File: src/rtl/config_access_pkg.sv
// Shared types and width helpers for the configuration-export serializer.
package config_access_pkg;

    typedef enum logic [1:0] {
        IDLE     = 2'd0,
        SHIFT_LO = 2'd1,
        SHIFT_HI = 2'd2,
        LATCH    = 2'd3
    } ser_state_e;

    // Default geometry, handy for instantiations that keep the stock sizes.
    localparam int DEF_CONFIG_BITS = 8;
    localparam int DEF_DIV_RATIO   = 4;

    // Counter widths carry one spare bit so a value of 1 still gets a legal vector.
    function automatic int cnt_w(input int n);
        return $clog2(n) + 1;
    endfunction

endpackage

File: src/rtl/config_ser_tx.sv
// 3-wire serial transmitter: divider, MSB-first shift register, FSM and busy flag.
// Every output is a flop, so input changes never reach the pins combinationally.
module config_ser_tx
    import config_access_pkg::*;
#(
    parameter int NoConfigBits = DEF_CONFIG_BITS,
    parameter int DivRatio     = DEF_DIV_RATIO
) (
    input  logic                    UserCLK,
    input  logic                    resetn,
    input  logic                    load,
    input  logic [NoConfigBits-1:0] data,
    output logic                    busy,
    output logic                    ser_clk,
    output logic                    ser_dat,
    output logic                    ser_latch
);

    localparam int CW = cnt_w(NoConfigBits);
    localparam int DW = cnt_w(DivRatio);
    localparam logic [DW-1:0] DIV_LAST = DW'(DivRatio - 1);
    localparam logic [CW-1:0] IDX_LAST = CW'(NoConfigBits - 1);

    ser_state_e              state, state_nx;
    logic [DW-1:0]           div, div_nx;
    logic [CW-1:0]           idx, idx_nx;
    logic [NoConfigBits-1:0] shreg, shreg_nx;
    logic                    busy_nx, clk_nx, dat_nx, latch_nx;
    logic                    win_end;

    assign win_end = (div == DIV_LAST);

    // State, counters and the registered pin values.
    always_ff @(posedge UserCLK or negedge resetn) begin
        if (!resetn) begin
            state     <= IDLE;
            div       <= '0;
            idx       <= '0;
            shreg     <= '0;
            busy      <= 1'b0;
            ser_clk   <= 1'b0;
            ser_dat   <= 1'b0;
            ser_latch <= 1'b0;
        end else begin
            state     <= state_nx;
            div       <= div_nx;
            idx       <= idx_nx;
            shreg     <= shreg_nx;
            busy      <= busy_nx;
            ser_clk   <= clk_nx;
            ser_dat   <= dat_nx;
            ser_latch <= latch_nx;
        end
    end

    // Next state plus next pin values; each phase lasts DivRatio cycles.
    always_comb begin
        state_nx = state;
        div_nx   = div;
        idx_nx   = idx;
        shreg_nx = shreg;
        busy_nx  = busy;
        clk_nx   = ser_clk;
        dat_nx   = ser_dat;
        latch_nx = ser_latch;
        case (state)
            IDLE: begin
                if (load) begin
                    state_nx = SHIFT_LO;
                    shreg_nx = data;
                    idx_nx   = IDX_LAST;
                    div_nx   = '0;
                    busy_nx  = 1'b1;
                    clk_nx   = 1'b0;
                    dat_nx   = data[NoConfigBits-1];
                    latch_nx = 1'b0;
                end
            end
            SHIFT_LO: begin
                if (win_end) begin
                    state_nx = SHIFT_HI;
                    div_nx   = '0;
                    clk_nx   = 1'b1;
                end else begin
                    div_nx = div + 1'b1;
                end
            end
            SHIFT_HI: begin
                if (win_end) begin
                    div_nx = '0;
                    clk_nx = 1'b0;
                    if (idx != '0) begin
                        state_nx = SHIFT_LO;
                        shreg_nx = shreg << 1;
                        idx_nx   = idx - 1'b1;
                        dat_nx   = shreg_nx[NoConfigBits-1];
                    end else begin
                        state_nx = LATCH;
                        dat_nx   = 1'b0;
                        latch_nx = 1'b1;
                    end
                end else begin
                    div_nx = div + 1'b1;
                end
            end
            LATCH: begin
                if (win_end) begin
                    state_nx = IDLE;
                    div_nx   = '0;
                    latch_nx = 1'b0;
                    busy_nx  = 1'b0;
                end else begin
                    div_nx = div + 1'b1;
                end
            end
            default: state_nx = IDLE;
        endcase
    end

endmodule

File: src/rtl/config_access_ser.sv
// Configuration-export BEL: shadows ConfigBits on commit, drives them in parallel
// on C_bit and streams them out over the serial link.
module config_access_ser
    import config_access_pkg::*;
#(
    parameter int NoConfigBits = DEF_CONFIG_BITS,
    parameter int DivRatio     = DEF_DIV_RATIO,
    parameter int AutoCommit   = 0
) (
    input  logic                    UserCLK,
    input  logic                    resetn,
    input  logic                    commit,
    output logic                    busy,
    output logic [NoConfigBits-1:0] C_bit,
    output logic                    SER_CLK,
    output logic                    SER_DAT,
    output logic                    SER_LATCH,
    input  logic [NoConfigBits-1:0] ConfigBits
);

    logic [NoConfigBits-1:0] shadow;
    logic                    pending;
    logic                    differs, trig_req, load;

    // Auto mode treats any divergence from the shadow as a commit request.
    assign differs  = (AutoCommit != 0) && (ConfigBits != shadow);
    assign trig_req = commit | differs;
    assign load     = !busy && (trig_req || pending);

    // Shadow only moves at capture; requests seen while busy coalesce into one.
    always_ff @(posedge UserCLK or negedge resetn) begin
        if (!resetn) begin
            shadow  <= '0;
            pending <= 1'b0;
        end else if (load) begin
            shadow  <= ConfigBits;
            pending <= 1'b0;
        end else if (busy && trig_req) begin
            pending <= 1'b1;
        end
    end

    assign C_bit = shadow;

    config_ser_tx #(
        .NoConfigBits(NoConfigBits),
        .DivRatio    (DivRatio)
    ) u_tx (
        .UserCLK  (UserCLK),
        .resetn   (resetn),
        .load     (load),
        .data     (ConfigBits),
        .busy     (busy),
        .ser_clk  (SER_CLK),
        .ser_dat  (SER_DAT),
        .ser_latch(SER_LATCH)
    );

endmodule

File: config.mk
export PLATFORM = sky130hd
export DESIGN_NAME = config_access_ser
export DESIGN_NICKNAME = d
export VERILOG_FILES = /design/src/rtl/config_access_pkg.sv /design/src/rtl/config_ser_tx.sv /design/src/rtl/config_access_ser.sv
export SDC_FILE = /design/constraint.sdc
export NUM_CORES = 1
export LEC_CHECK = 0
export BUFFER_PORTS_ARGS = -buffer_cell sky130_fd_sc_hd__buf_2
export CORE_ASPECT_RATIO = 2
export CORE_UTILIZATION = 50
export CTS_CLUSTER_DIAMETER = 60
export DETAILED_ROUTE_END_ITERATION = 7
export GPL_TIMING_DRIVEN = 0
export PLACE_DENSITY = 0.82
export SYNTH_ARGS = -nofsm -noshare
export SYNTH_HDL_FRONTEND = slang
export SYNTH_SLANG_ARGS = --single-unit
File: constraint.sdc
create_clock -name UserCLK -period 1.7 [get_ports UserCLK]
set_input_delay 0.085 -clock UserCLK [delete_from_list [all_inputs] [get_ports UserCLK]]
set_output_delay 0.085 -clock UserCLK [all_outputs]
set_load 0.02 [all_outputs]
; ---- Word level (Yosys, flattened, before mapping)
; Cells that the tools add are included.
[word_totals]
regBits = 29
input_bits = 11
elab_cells = 72
[classes]
n_addsub = 2
n_eq_ne = 10
n_mux = 32
n_reduce_logical = 18
[ops]
columns = op, n
row1 = 2-to-1 mux 7 bit, 3
row2 = one-hot mux 7 bit (2 select lines), 1
row3 = 2-to-1 mux 4 bit, 3
row4 = AND reduction 4 bit, 3
row5 = 2-to-1 mux 1 bit, 11
row6 = 2-to-1 mux 2 bit, 5
row7 = "inequality test 2 x 1 -> 1 bit, second input constant", 4
row8 = one-hot mux 2 bit (4 select lines), 1
row9 = one-hot mux 4 bit (2 select lines), 1
row10 = 2-to-1 mux 3 bit, 2
row11 = one-hot mux 1 bit (3 select lines), 2
row12 = one-hot mux 3 bit (2 select lines), 1
row13 = AND reduction 3 bit, 2
row14 = nonzero test 2 bit, 3
row15 = nonzero test 3 bit, 2
row16 = AND reduction 5 bit, 1
row17 = "equality test 2 bit, second input constant", 2
row18 = "inequality test 2 bit, second input constant", 2
row19 = one-hot mux 1 bit (2 select lines), 2
row20 = nonzero test 4 bit, 1
row21 = "subtractor 4 x 1 -> 4 bit, second input constant", 1
row22 = "adder 3 x 1 -> 3 bit, second input constant", 1
row23 = "equality test 3 x 2 -> 1 bit, second input constant", 1
row24 = OR reduction 3 bit, 1
row25 = other kinds (5), 6

; ---- Logic depth before layout (Yosys ltp)
[depth]
word_depth = 4
mapped_depth = 7
mapped_depth_nobuf = 6

; ---- Hierarchy
; Synthesis repeated with hierarchy kept, for this count alone.
[unflattened]
hier_cells = 118
hier_area_um2 = 1430.1
[by_module_without_submodules]
columns = mod, instances, cells_each, area_each_um2, seq_area_each_um2
row1 = config_ser_tx, 1, 98, 1084.8, 500.5
row2 = config_access_ser, 1, 20, 345.3, 225.2

; ---- Worst setup path after synthesis
; Ideal clock, no wire load.
[synth_path]
path_type = reg-to-reg
startpoint = register u_tx.idx[0]
endpoint = register u_tx.idx[3]
t_arrival_ps = 1397
required_time_ps = 1590
path_slack_ps = 192
path_stages_with_launch = 6
synth_period_minus_slack_ps = 1508
cell_sequence = dfrtp_1 inv_1 ha_1 nor3b_2 or4_1 o41ai_1
[synth_between]
elab_chain_len = 4
word_cells_on_any_way = 7
cone_classes = add/sub (1) / eq/ne (1) / mux (3) / reduce/logical (2)
[synth_lines]
columns = element, line
row1 = "start, declared", config_ser_tx.sv:26  ; logic [CW-1:0] idx, idx_nx;
row2 = "start signal, assigned", config_ser_tx.sv:47  ; idx <= idx_nx;
row3 = subtractor 4 x 1 -> 4 bit, config_ser_tx.sv:95  ; idx_nx = idx - 1'b1;
row4 = 2-to-1 mux 4 bit, config_ser_tx.sv:92  ; if (idx != '0) begin
row5 = 2-to-1 mux 4 bit, config_ser_tx.sv:89  ; if (win_end) begin
row6 = one-hot mux 4 bit (2 select lines), config_ser_tx.sv:66  ; case (state)
; Parallel ways exist; a longest one is shown, timed or not. The select of a mux whose other input is x is not followed.
; A chain may end at the register's enable or synchronous reset.

; ---- Worst setup path in the final report
[layout_path]
startpoint = register u_tx.idx[1]
endpoint = register u_tx.shreg[5]
[layout_between]
elab_chain_len = 3
[layout_lines]
columns = element, line
row1 = nonzero test 4 bit, config_ser_tx.sv:92
row2 = inequality test 2 x 1 -> 1 bit (no source line), n/a
row3 = AND reduction 4 bit (no source line), n/a
row4 = "end signal, assigned", config_ser_tx.sv:48  ; shreg <= shreg_nx;
row5 = "end, declared", config_ser_tx.sv:27  ; logic [NoConfigBits-1:0] shreg, shreg_nx;
; Every way passes these cells.

==> flow_metrics.tcl <==
set metrics [dict create \
    synth_top_family_by_area "simple AND/OR/NAND/NOR gates" \
    instance_count_on_the_critical_path 7 \
    irDropWorstVdd_mv 0.907 \
    largest_net_degree_at_the_start_of_global_routing 30 \
    drive_gt1_share_pct 31.2 \
    die-width_um 39.5 \
    biggest_fanout_along_the_worst_timing_path 10 \
    post_synth_instance_area_um2 1400 \
    ff2ff_path_depth 7 \
    critPathCaptureType "flip-flop" \
    count_of_unique_library_cells_instantiated_by_yosys 32 \
    fin_area_um2 1740 \
    worst-slew-pin-transition_ns 0.635 \
    viasPerCell 5.86 \
    crit_path_end "u_tx.shreg[5]" \
    drtPass1Iterations 4 \
    synth-seq-area-share_pct 51.7 \
    run_status "finished clean" \
    route.vias.total 1160 \
    most_frequent_standard_cell_in_the_layout_excluding_fill_and_tap_cells "sky130_fd_sc_hd__dfrtp_1" \
    dpl.hpwl_um 2240 \
    hp-class "primary input to flip-flop" \
    routed-wl-met2_um 1870 \
    routed.top_layer "met4" \
    timing.reg2reg.setup_slack_ns 0.08 \
    synth_warnings 0 \
    finalSetupViolations 0 \
    ff_latch_area_um2 726 \
    tritoncts_num_sinks 29 \
    fin_worst_hold_slack_ns 0.0581 \
    syn2layout_area_growth_pct 23.9 \
    maxCapViolCount 0 \
    maxSlewViolCount 0 \
    power.static_leakage_nw 0.794 \
    portBuffers 22 \
    arrival_ns 1.78 \
    grt_setup_unrepaired "yes" \
    most-common-layout-cells "sky130_fd_sc_hd__dfrtp_1, sky130_fd_sc_hd__buf_2, sky130_fd_sc_hd__nand2_1, sky130_fd_sc_hd__nor2_1" \
    synthesis.area_per_instance_um2 10.4 \
    drc 0 \
    worst_flop_to_flop_path_endpoint "u_tx.shreg[5]" \
    tritoncts.num_buffers 5 \
    route.antenna.remaining_nets 0 \
    yosys.area_share.adder_pct 1.78 \
    final_critical_path_required_period_ns 1.62 \
    finalWeightedCongestion 0.825 \
    clk_pin_slew_ns 0.06 \
    finalHoldViolCount 0 \
    timing.critical_path.cells "inv_1, ha_1, nor3b_4, o32ai_4, buf_6, nor2_1, a31oi_2" \
    layout.filler_cells 216 \
    grt_pass1_vias 1180 \
    critPathRequiredTime_ns 1.86 \
    clockBufferDepth 2 \
    synthMuxAreaShare_pct 7.23 \
    grt_antenna_before_repair 0 \
    metal_1_wl_um 1110 \
    worstSkewPairLatency_ns 0.28 \
    routed_wirelength_um 3200 \
    io_pins 23 \
    slew-limit-headroom_pct 57.7 \
    critical-path-slowest-cell "sky130_fd_sc_hd__dfrtp_1" \
    floorplan.die_area_um2 3030 \
    worst-path-buf-inv 2 \
    grt_remaining_overflow 0 \
    fin_nets 182 \
    met3RoutedLength_um 118 \
    achievable_freq_ghz 0.616 \
    setup.worst_path.start "u_tx.idx[1]" \
    core_um2 2600 \
    clock_tree.htree_level_count 2 \
    wl_per_cell_um 16.2 \
    min_period_over_period_pct 95.5 \
    grt_util_all_layers_pct 25.1 \
    syn-instance-count 135 \
    die-height_um 76.9 \
    worst_clock_skew_ns 0.00404 \
    crit_path_start_kind "flip-flop" \
    cts_tree "built" \
    num_antenna_cells 0 \
    placement.cell_area_um2 1550 \
    initialDrtViolationCount 36 \
    placement_rows 26 \
    synth.ff_latch_count 29 \
    synth_net_count 148 \
    start_util_pct 53.9 \
    clockRootBuffer "sky130_fd_sc_hd__clkbuf_8" \
    compound_cell_area_share_of_the_yosys_netlist_pct 16.9 \
    synth_simple_gate_area_share_pct 18.6 \
    synth_xor_xnor_area_share_pct 0 \
    worst_path_largest_cell_delay_ns 0.40 \
    crit_type "flip-flop to flip-flop" \
    power_per_cell_area_nw_per_um2 930 \
    multi_input_logic_area_um2 642 \
    top_delay_family_on_crit_path "simple AND/OR/NAND/NOR gates" \
    critical_path.reg2reg.startpoint "u_tx.idx[1]" \
    wire_length_of_the_first_global_routing_pass_um 5300 \
]
[cells by family after synthesis]
logic type      count (synthesis)
simple gates                   52
compound gates                 32
flops                          29
buf+inv                        11
mux                             9
fa+ha+maj                       2
[stage by stage]
stage                     utilization (%)  power [mW]  setup WS (ns)  setup TNS (ns)  std cells
after floorplan                         -       0.741          0.192               0        135
after global placement               59.5       0.778        -0.0114         -0.0114        185
after detailed placement             59.5       0.783        -0.0645          -0.254        185
after CTS                            65.2        1.62         0.0261               0        194
after global routing                 66.8        1.67       -0.00656        -0.00656        198
final                                66.8        1.62         0.0760               0        198
[report_power, final]
group	internal [mW]	switching (mW)	leakage [nW]	total (mW)
clock	0.582	0.263	0.0681	0.845
sequential	0.701	0.00598	0.354	0.707
combinational	0.0243	0.0406	0.371	0.0650
[flip-flops by register name, summed over array words and instances, names as in the netlist]
register        count
u_tx.state          2
u_tx.shreg          7
u_tx.div            3
u_tx.ser_clk        1
u_tx.busy           1
C_bit               8
pending             1
u_tx.ser_latch      1
u_tx.idx            4
u_tx.ser_dat        1
[how the worst min path moves through the flow]
stage	from	end	cells after the start
final	commit	pending	2
after CTS	ConfigBits[4]	C_bit[4]	2
after detailed placement	resetn	pending	1
after global routing	ConfigBits[4]	C_bit[4]	2
after floorplan	resetn	C_bit[0]	0
after global placement	resetn	pending	1
[cells in the mapped netlist]
master / number / share of area (%)
sky130_fd_sc_hd__a31oi_1: 6 / 2.7
sky130_fd_sc_hd__nor3_1: 1 / 0.36
sky130_fd_sc_hd__clkbuf_1: 4 / 1.1
sky130_fd_sc_hd__nor3b_1: 1 / 0.54
sky130_fd_sc_hd__and3_1: 1 / 0.45
sky130_fd_sc_hd__nand2_1: 22 / 5.9
sky130_fd_sc_hd__nand2b_1: 3 / 1.3
sky130_fd_sc_hd__o21a_1: 1 / 0.54
sky130_fd_sc_hd__o31ai_1: 1 / 0.54
sky130_fd_sc_hd__nor2_1: 14 / 3.7
sky130_fd_sc_hd__inv_1: 4 / 1.1
sky130_fd_sc_hd__a21o_1: 2 / 1.1
sky130_fd_sc_hd__nand4bb_4: 1 / 2.0
sky130_fd_sc_hd__dfrtp_1: 29 / 52
sky130_fd_sc_hd__nor2b_1: 3 / 1.3
sky130_fd_sc_hd__o32ai_4: 1 / 2.0
sky130_fd_sc_hd__o21ai_0: 9 / 3.2
sky130_fd_sc_hd__nor3b_2: 1 / 0.89
sky130_fd_sc_hd__a31oi_2: 1 / 0.89
sky130_fd_sc_hd__nand3b_1: 1 / 0.54
sky130_fd_sc_hd__or4_1: 1 / 0.54
sky130_fd_sc_hd__nand3_1: 3 / 1.1
sky130_fd_sc_hd__o41ai_1: 1 / 0.62
sky130_fd_sc_hd__a21oi_1: 5 / 1.8
sky130_fd_sc_hd__a22oi_1: 1 / 0.54
sky130_fd_sc_hd__buf_6: 1 / 0.80
sky130_fd_sc_hd__o311a_1: 1 / 0.71
sky130_fd_sc_hd__mux2_2: 9 / 7.2
sky130_fd_sc_hd__o21bai_4: 1 / 1.3
sky130_fd_sc_hd__buf_2: 2 / 0.71
sky130_fd_sc_hd__ha_1: 2 / 1.8
sky130_fd_sc_hd__o211ai_1: 2 / 1.1
[metal layers]
layer  up-vias  GRT usage, %
li1        538             -
met4         0          11.4
met1       570          26.6
met2        39          43.1
met5         -             0
met3        13          5.78
[worst reg2reg max path: cells and delay by family (launching register included)]
family,cells,cell delay (ns)
flops,1,0.40
buf+inv,2,0.25
simple gates,2,0.45
fa+ha+maj,1,0.18
compound gates,2,0.22
[area by class of cell]
class / count / share of cell area [%]
plain buffers: 7 / 2.09
clock buffers: 5 / 3.96
clock inverters: 3 / 3.74
inverters: 4 / 0.864
multi-input cells: 95 / 36.9
flip-flops and latches: 29 / 41.8
well taps: 28 / 2.02
repair buffers: 27 / 8.64
[timing repair]
action	CTS	global route
endpoints found under the hold margin	29	0
buffers inserted	0	4
pin swaps	0	1
hold buffers	1	0
endpoints found under the setup margin	9	8
resized for setup	1	2
No activity file was read; power rests on OpenSTA's default activity.
